==> src/rtl/mul_unit.sv <==
// mul_unit: iterative shift-add multiplier with MUL/MLA/UMULL/SMULL modes.
// A started operation takes WIDTH cycles in CALC, one multiplier bit per cycle,
// and then spends one cycle in DONE with a single-cycle done pulse. Result,
// ResultExtra and Flags are registered, and they hold their values until the
// next operation finishes.
module mul_unit #(
  parameter int unsigned WIDTH = 32
) (
  input  logic             clk,
  input  logic             reset,
  input  logic             start,
  input  logic [1:0]       MulOp,
  input  logic [WIDTH-1:0] A,
  input  logic [WIDTH-1:0] B,
  input  logic [WIDTH-1:0] Acc,
  output logic             busy,
  output logic             done,
  output logic [WIDTH-1:0] Result,
  output logic [WIDTH-1:0] ResultExtra,
  output logic [3:0]       Flags
);

  localparam int unsigned W2 = 2 * WIDTH;
  localparam int unsigned CW = $clog2(WIDTH);

  typedef enum logic [1:0] {
    S_IDLE = 2'b00,
    S_CALC = 2'b01,
    S_DONE = 2'b10
  } state_t;

  typedef enum logic [1:0] {
    OP_MUL   = 2'b00,
    OP_MLA   = 2'b01,
    OP_UMULL = 2'b10,
    OP_SMULL = 2'b11
  } mulop_t;

  state_t            state_q, state_d;
  mulop_t            op_q, op_d;
  logic [WIDTH-1:0]  acc_q, acc_d;
  logic [W2-1:0]     mcand_q, mcand_d;
  logic [WIDTH-1:0]  mplier_q, mplier_d;
  logic              neg_q, neg_d;
  logic [W2-1:0]     prod_q, prod_d;
  logic [CW-1:0]     cnt_q, cnt_d;
  logic              busy_q, busy_d;
  logic              done_q, done_d;
  logic [WIDTH-1:0]  result_q, result_d;
  logic [WIDTH-1:0]  extra_q, extra_d;
  logic [3:0]        flags_q, flags_d;

  logic [WIDTH-1:0]  a_mag, b_mag;
  logic [W2-1:0]     prod_step;
  logic [W2-1:0]     final_p;
  logic              long_op;
  logic              last_iter;

  // The operand magnitudes for SMULL are taken here. The most-negative value maps onto itself.
  // As an unsigned number that is 2^(W-1), which is the correct magnitude.
  always_comb begin
    a_mag = A;
    b_mag = B;
    if (mulop_t'(MulOp) == OP_SMULL) begin
      if (A[WIDTH-1]) a_mag = -A;
      if (B[WIDTH-1]) b_mag = -B;
    end
  end

  // This block performs one shift-add step and applies the per-op finishing to form the final value.
  // The finishing is applied to the product after the step, so the last iteration and the output write happen on the same edge.
  always_comb begin
    prod_step = prod_q + (mplier_q[0] ? mcand_q : '0);
    long_op   = (op_q == OP_UMULL) || (op_q == OP_SMULL);
    last_iter = (cnt_q == CW'(WIDTH - 1));
    unique case (op_q)
      OP_SMULL: final_p = neg_q ? -prod_step : prod_step;
      OP_MLA:   final_p = prod_step + {{WIDTH{1'b0}}, acc_q};
      default:  final_p = prod_step;
    endcase
  end

  // This block computes the next state for the controller and the datapath.
  always_comb begin
    state_d  = state_q;
    op_d     = op_q;
    acc_d    = acc_q;
    mcand_d  = mcand_q;
    mplier_d = mplier_q;
    neg_d    = neg_q;
    prod_d   = prod_q;
    cnt_d    = cnt_q;
    busy_d   = busy_q;
    done_d   = 1'b0;
    result_d = result_q;
    extra_d  = extra_q;
    flags_d  = flags_q;

    unique case (state_q)
      S_IDLE, S_DONE: begin
        if (start) begin
          state_d  = S_CALC;
          op_d     = mulop_t'(MulOp);
          acc_d    = Acc;
          mcand_d  = {{WIDTH{1'b0}}, a_mag};
          mplier_d = b_mag;
          neg_d    = (mulop_t'(MulOp) == OP_SMULL) && (A[WIDTH-1] ^ B[WIDTH-1]);
          prod_d   = '0;
          cnt_d    = '0;
          busy_d   = 1'b1;
        end else begin
          state_d  = S_IDLE;
          busy_d   = 1'b0;
        end
      end
      S_CALC: begin
        prod_d   = prod_step;
        mplier_d = mplier_q >> 1;
        mcand_d  = mcand_q << 1;
        cnt_d    = cnt_q + 1'b1;
        if (last_iter) begin
          state_d  = S_DONE;
          busy_d   = 1'b0;
          done_d   = 1'b1;
          result_d = final_p[WIDTH-1:0];
          extra_d  = final_p[W2-1:WIDTH];
          flags_d  = {long_op ? final_p[W2-1] : final_p[WIDTH-1],
                      long_op ? (final_p == '0) : (final_p[WIDTH-1:0] == '0),
                      2'b00};
        end
      end
      default: begin
        state_d = S_IDLE;
        busy_d  = 1'b0;
      end
    endcase
  end

  // This block registers all state and outputs. A reset clears everything and discards any operation in flight.
  always_ff @(posedge clk) begin
    if (!reset) begin
      state_q  <= S_IDLE;
      op_q     <= OP_MUL;
      acc_q    <= '0;
      mcand_q  <= '0;
      mplier_q <= '0;
      neg_q    <= 1'b0;
      prod_q   <= '0;
      cnt_q    <= '0;
      busy_q   <= 1'b0;
      done_q   <= 1'b0;
      result_q <= '0;
      extra_q  <= '0;
      flags_q  <= '0;
    end else begin
      state_q  <= state_d;
      op_q     <= op_d;
      acc_q    <= acc_d;
      mcand_q  <= mcand_d;
      mplier_q <= mplier_d;
      neg_q    <= neg_d;
      prod_q   <= prod_d;
      cnt_q    <= cnt_d;
      busy_q   <= busy_d;
      done_q   <= done_d;
      result_q <= result_d;
      extra_q  <= extra_d;
      flags_q  <= flags_d;
    end
  end

  assign busy        = busy_q;
  assign done        = done_q;
  assign Result      = result_q;
  assign ResultExtra = extra_q;
  assign Flags       = flags_q;

endmodule

==> config.mk <==
export PLATFORM = sky130hd
export DESIGN_NAME = mul_unit
export DESIGN_NICKNAME = d
export VERILOG_FILES = /design/src/rtl/mul_unit.sv
export SDC_FILE = /design/constraint.sdc
export NUM_CORES = 1
export LEC_CHECK = 0
export CAP_MARGIN = 20
export CORE_MARGIN = 2
export CORE_UTILIZATION = 60
export CTS_BUF_LIST = sky130_fd_sc_hd__clkbuf_4
export CTS_CLUSTER_DIAMETER = 150
export CTS_CLUSTER_SIZE = 10
export DETAILED_ROUTE_END_ITERATION = 10
export HOLD_SLACK_MARGIN = 0.02
export PLACE_DENSITY = 0.8
export SETUP_SLACK_MARGIN = 0.02
export SKIP_LAST_GASP = 1
export SYNTH_ARGS = -nofsm -noshare
export SYNTH_HDL_FRONTEND = slang
export SYNTH_SLANG_ARGS = --single-unit
==> constraint.sdc <==
create_clock -name clk -period 11.2 [get_ports clk]
set_input_delay 2.24 -clock clk [delete_from_list [all_inputs] [get_ports clk]]
set_output_delay 2.24 -clock clk [all_outputs]
set_load 0.005 [all_outputs]
==> results.py <==
metrics = {
    "run_status": {
        "status": "complete, no violations",
    },
    "sta": {
        "setup_viol": 0,
        "tns_ps": 0,
        "report.final.slew_viol_count": 0,
        "hold_violations": 0,
        "max_clock_freq_mhz": 136,
        "worst_pin_slew_ps": 1170,
        "finalClockSkew_ps": 73.3,
        "period_needed_ps": 7360,
        "rsz0062_at_grt": "false",
        "relSlewSlack_pct": 21.7,
        "post-route-period-util_pct": 65.7,
        "hold_slack_ps": 458,
    },
    "global_routing": {
        "first_global_vias": 20000,
        "antenna_found_initial": 3,
        "grt-ovfl-total": 0,
        "grt_pass1_wl_um": 106000,
        "grt_max_degree": 162,
        "grt_use_total_pct": 36.2,
    },
    "clocking": {
        "htreeDepth": 1,
        "cts_buffers": 30,
        "holdBufCountCts": 0,
        "clock-root-buffer": "clkbuf_4",
        "postCtsResizedCells": 0,
        "path_clk_slew_ps": 110,
        "cts_sinks": 269,
        "cts_tree": "yes",
        "cts_max_path_buffers": 3,
        "post-cts-setup-buffers": 0,
        "clk_latency_ps": 850,
    },
    "synth": {
        "synthArstFlopShare_pct": 0,
        "synth_ff_type": "dfxtp_1",
        "synth-edff-count": 0,
        "yosysSeqAreaShare_pct": 26.1,
        "ys_warn_count": 0,
        "syn_area_um2": 20700,
        "synth.distinct_cells": 94,
        "netlist_instances": 2850,
        "synth_seq_cells": 269,
        "syn_avg_cell_area_um2": 7.25,
    },
    "final_layout": {
        "final_common_cell": "nand2_1",
        "final_cells": 3340,
        "final_nets": 3095,
        "fillCellCount": 3003,
        "mostFrequentLayoutCells": "nand2_1, a21oi_1, nor2_1",
        "area_delta_synth_final_pct": 9.75,
        "drive_gt1_share_pct": 3.67,
        "fin_util_pct": 67.3,
    },
    "setup_path": {
        "slowest_stage": "a2111oi_1",
        "path_max_fanout": 65,
        "cp-end-kind": "flip-flop",
        "crit_top_cell": "o21a_1",
        "slowest_delay_ps": 680,
        "critical_path_class": "flip-flop to flip-flop",
        "crit_required_ps": 11890,
        "crit_family": "compound AO/OA/AOI/OAI gates",
        "worstSetupStartpoint": "mplier_q[0]",
        "path_buf_inv": 2,
        "crit_path_start_kind": "flip-flop",
        "timing.rr.start": "mplier_q[0]",
        "arrival_ps": 8050,
    },
    "power_and_ir_drop": {
        "p_leak_nw": 8.81,
        "total_power_mw": 1.83,
        "combinationalPowerShare_pct": 18.5,
        "p_switching_mw": 0.572,
        "ir_drop_v": 0.000102,
        "intPower_mw": 1.26,
        "pwr-share-clk_pct": 26.6,
        "pwr-share-seq_pct": 54.9,
        "powerDensity_nw_per_um2": 80.8,
        "switching_share_pct": 31.2,
    },
    "routing": {
        "wirelength_um": 67200,
        "drt_iter0_drc": 2396,
        "wl_per_cell_um": 20.1,
        "viasPerCell": 6.61,
        "dr.pass1.iters": 6,
        "drc": 0,
        "vias": 22100,
        "antenna_left": 0,
    },
    "floorplan": {
        "io_pins": 171,
        "core-area_um2": 33700,
        "dieArea_um2": 35900,
        "rows": 67,
        "initial_utilization_pct": 61.3,
        "die_h_um": 190,
        "die_w_um": 190,
    },
    "job": {
        "maxCapViolCount": 0,
    },
    "min_path": {
        "hp-class": "flip-flop to flip-flop",
        "hp-start": "Result[2]",
    },
    "placed_design": {
        "dp_hpwl_um": 51300,
        "dp_cells": 3302,
        "portBuffers": 168,
        "globalplace.congestion": 1.03,
    },
}
## layer usage
metal,global-route usage (%),vias up,part of all wire [%]
li1,-,10500,-
met1,52.2,10300,44
met2,55.0,1202,42
met3,6.64,147,11
met4,10.2,0,2.8
met5,0,-,0
## power groups by stage
stage          combinational, mW  clock (mW)  sequential, mW
4_1_cts                    0.333       0.485            1.00
5_1_grt                    0.369       0.525            1.01
3_3_place_gp               0.323           0            1.03
6_report                   0.339       0.487            1.00
2_1_floorplan              0.228           0            1.02
3_5_place_dp               0.332           0            1.03
## cell type report
cell class / instances / area [µm²] / area share (%)
diodes: 5 / 12.5 / 0.0552
inverters: 52 / 200 / 0.883
clock buffers: 31 / 233 / 1.03
repair buffers: 192 / 1880 / 8.31
well taps: 448 / 561 / 2.47
flip-flops and latches: 269 / 5390 / 23.8
multi-input cells: 2342 / 14400 / 63.4
clock inverters: 1 / 30.0 / 0.132
## cell families after synthesis
family	Yosys count	share of synthesized area (%)
xor gates and xnor gates	147	6.30
DFF	269	26.1
buffers and inverters	240	4.54
and+or+nand+nor	1141	26.4
other	1	0.0182
adders and majority gates	107	6.55
muxes	25	1.23
AOI/OAI and AO/OA	920	28.9
## worst paths after layout
kind | endpoint | slack [ps] | depth (start not counted)
worst max-delay path | Flags[2] | 3840 | 26
worst min-delay path | Result[2] | 460 | 2
worst max register to register | Flags[2] | 3840 | 26
worst min register to register | Result[2] | 460 | 2
## state kept, by name (all words and copies together), names as in the netlist, 2 cells and up
name         flops
state_q          2
Flags            2
cnt_q            5
Result          32
ResultExtra     32
acc_q           32
mplier_q        32
prod_q          64
mcand_q         64
op_q             2
## stage by stage
step | cell area [µm²] | setup slack, ps
4_1_cts | 22700 | 3970
2_1_floorplan | 20700 | 4940
6_report | 22700 | 3840
3_3_place_gp | 22400 | 4210
5_1_grt | 22700 | 3210
3_5_place_dp | 22400 | 4020
## tightest hold or removal path: cells and delay by family, from the launching register on
| kind | cells | cell delay (ps) |
|---|---|---|
| flip-flops | 1 | 320 |
| AND/OR/NAND/NOR | 1 | 50 |
| AO/OA/AOI/OAI | 1 | 50 |
## cell usage after synthesis (all sizes together) (14+ instances only)
| master | instances | area (µm²) |
|---|---|---|
| nand2b | 14 | 87.6 |
| inv | 52 | 195 |
| o21a | 26 | 195 |
| ha | 105 | 1310 |
| and3 | 23 | 144 |
| a22oi | 162 | 1220 |
| and2 | 87 | 544 |
| xnor2 | 86 | 768 |
| nand4 | 60 | 382 |
| or4 | 24 | 188 |
| a21oi | 325 | 1660 |
| xor2 | 61 | 534 |
| nor3 | 66 | 330 |
| o22ai | 23 | 144 |
| nand3 | 52 | 260 |
| nor2b | 17 | 106 |
| a21o | 43 | 323 |
| nand2 | 376 | 1410 |
| or3 | 18 | 113 |
| o211ai | 21 | 163 |
| buf | 34 | 164 |
| o21ai | 130 | 654 |
| dfxtp | 269 | 5390 |
| a211oi | 34 | 268 |
| nor2 | 318 | 1190 |
| and4 | 14 | 123 |
| o31ai | 23 | 173 |
| mux2i | 22 | 220 |
| nor4 | 35 | 253 |
| clkbuf | 154 | 578 |
No activity file was read; power rests on OpenSTA's default activity.
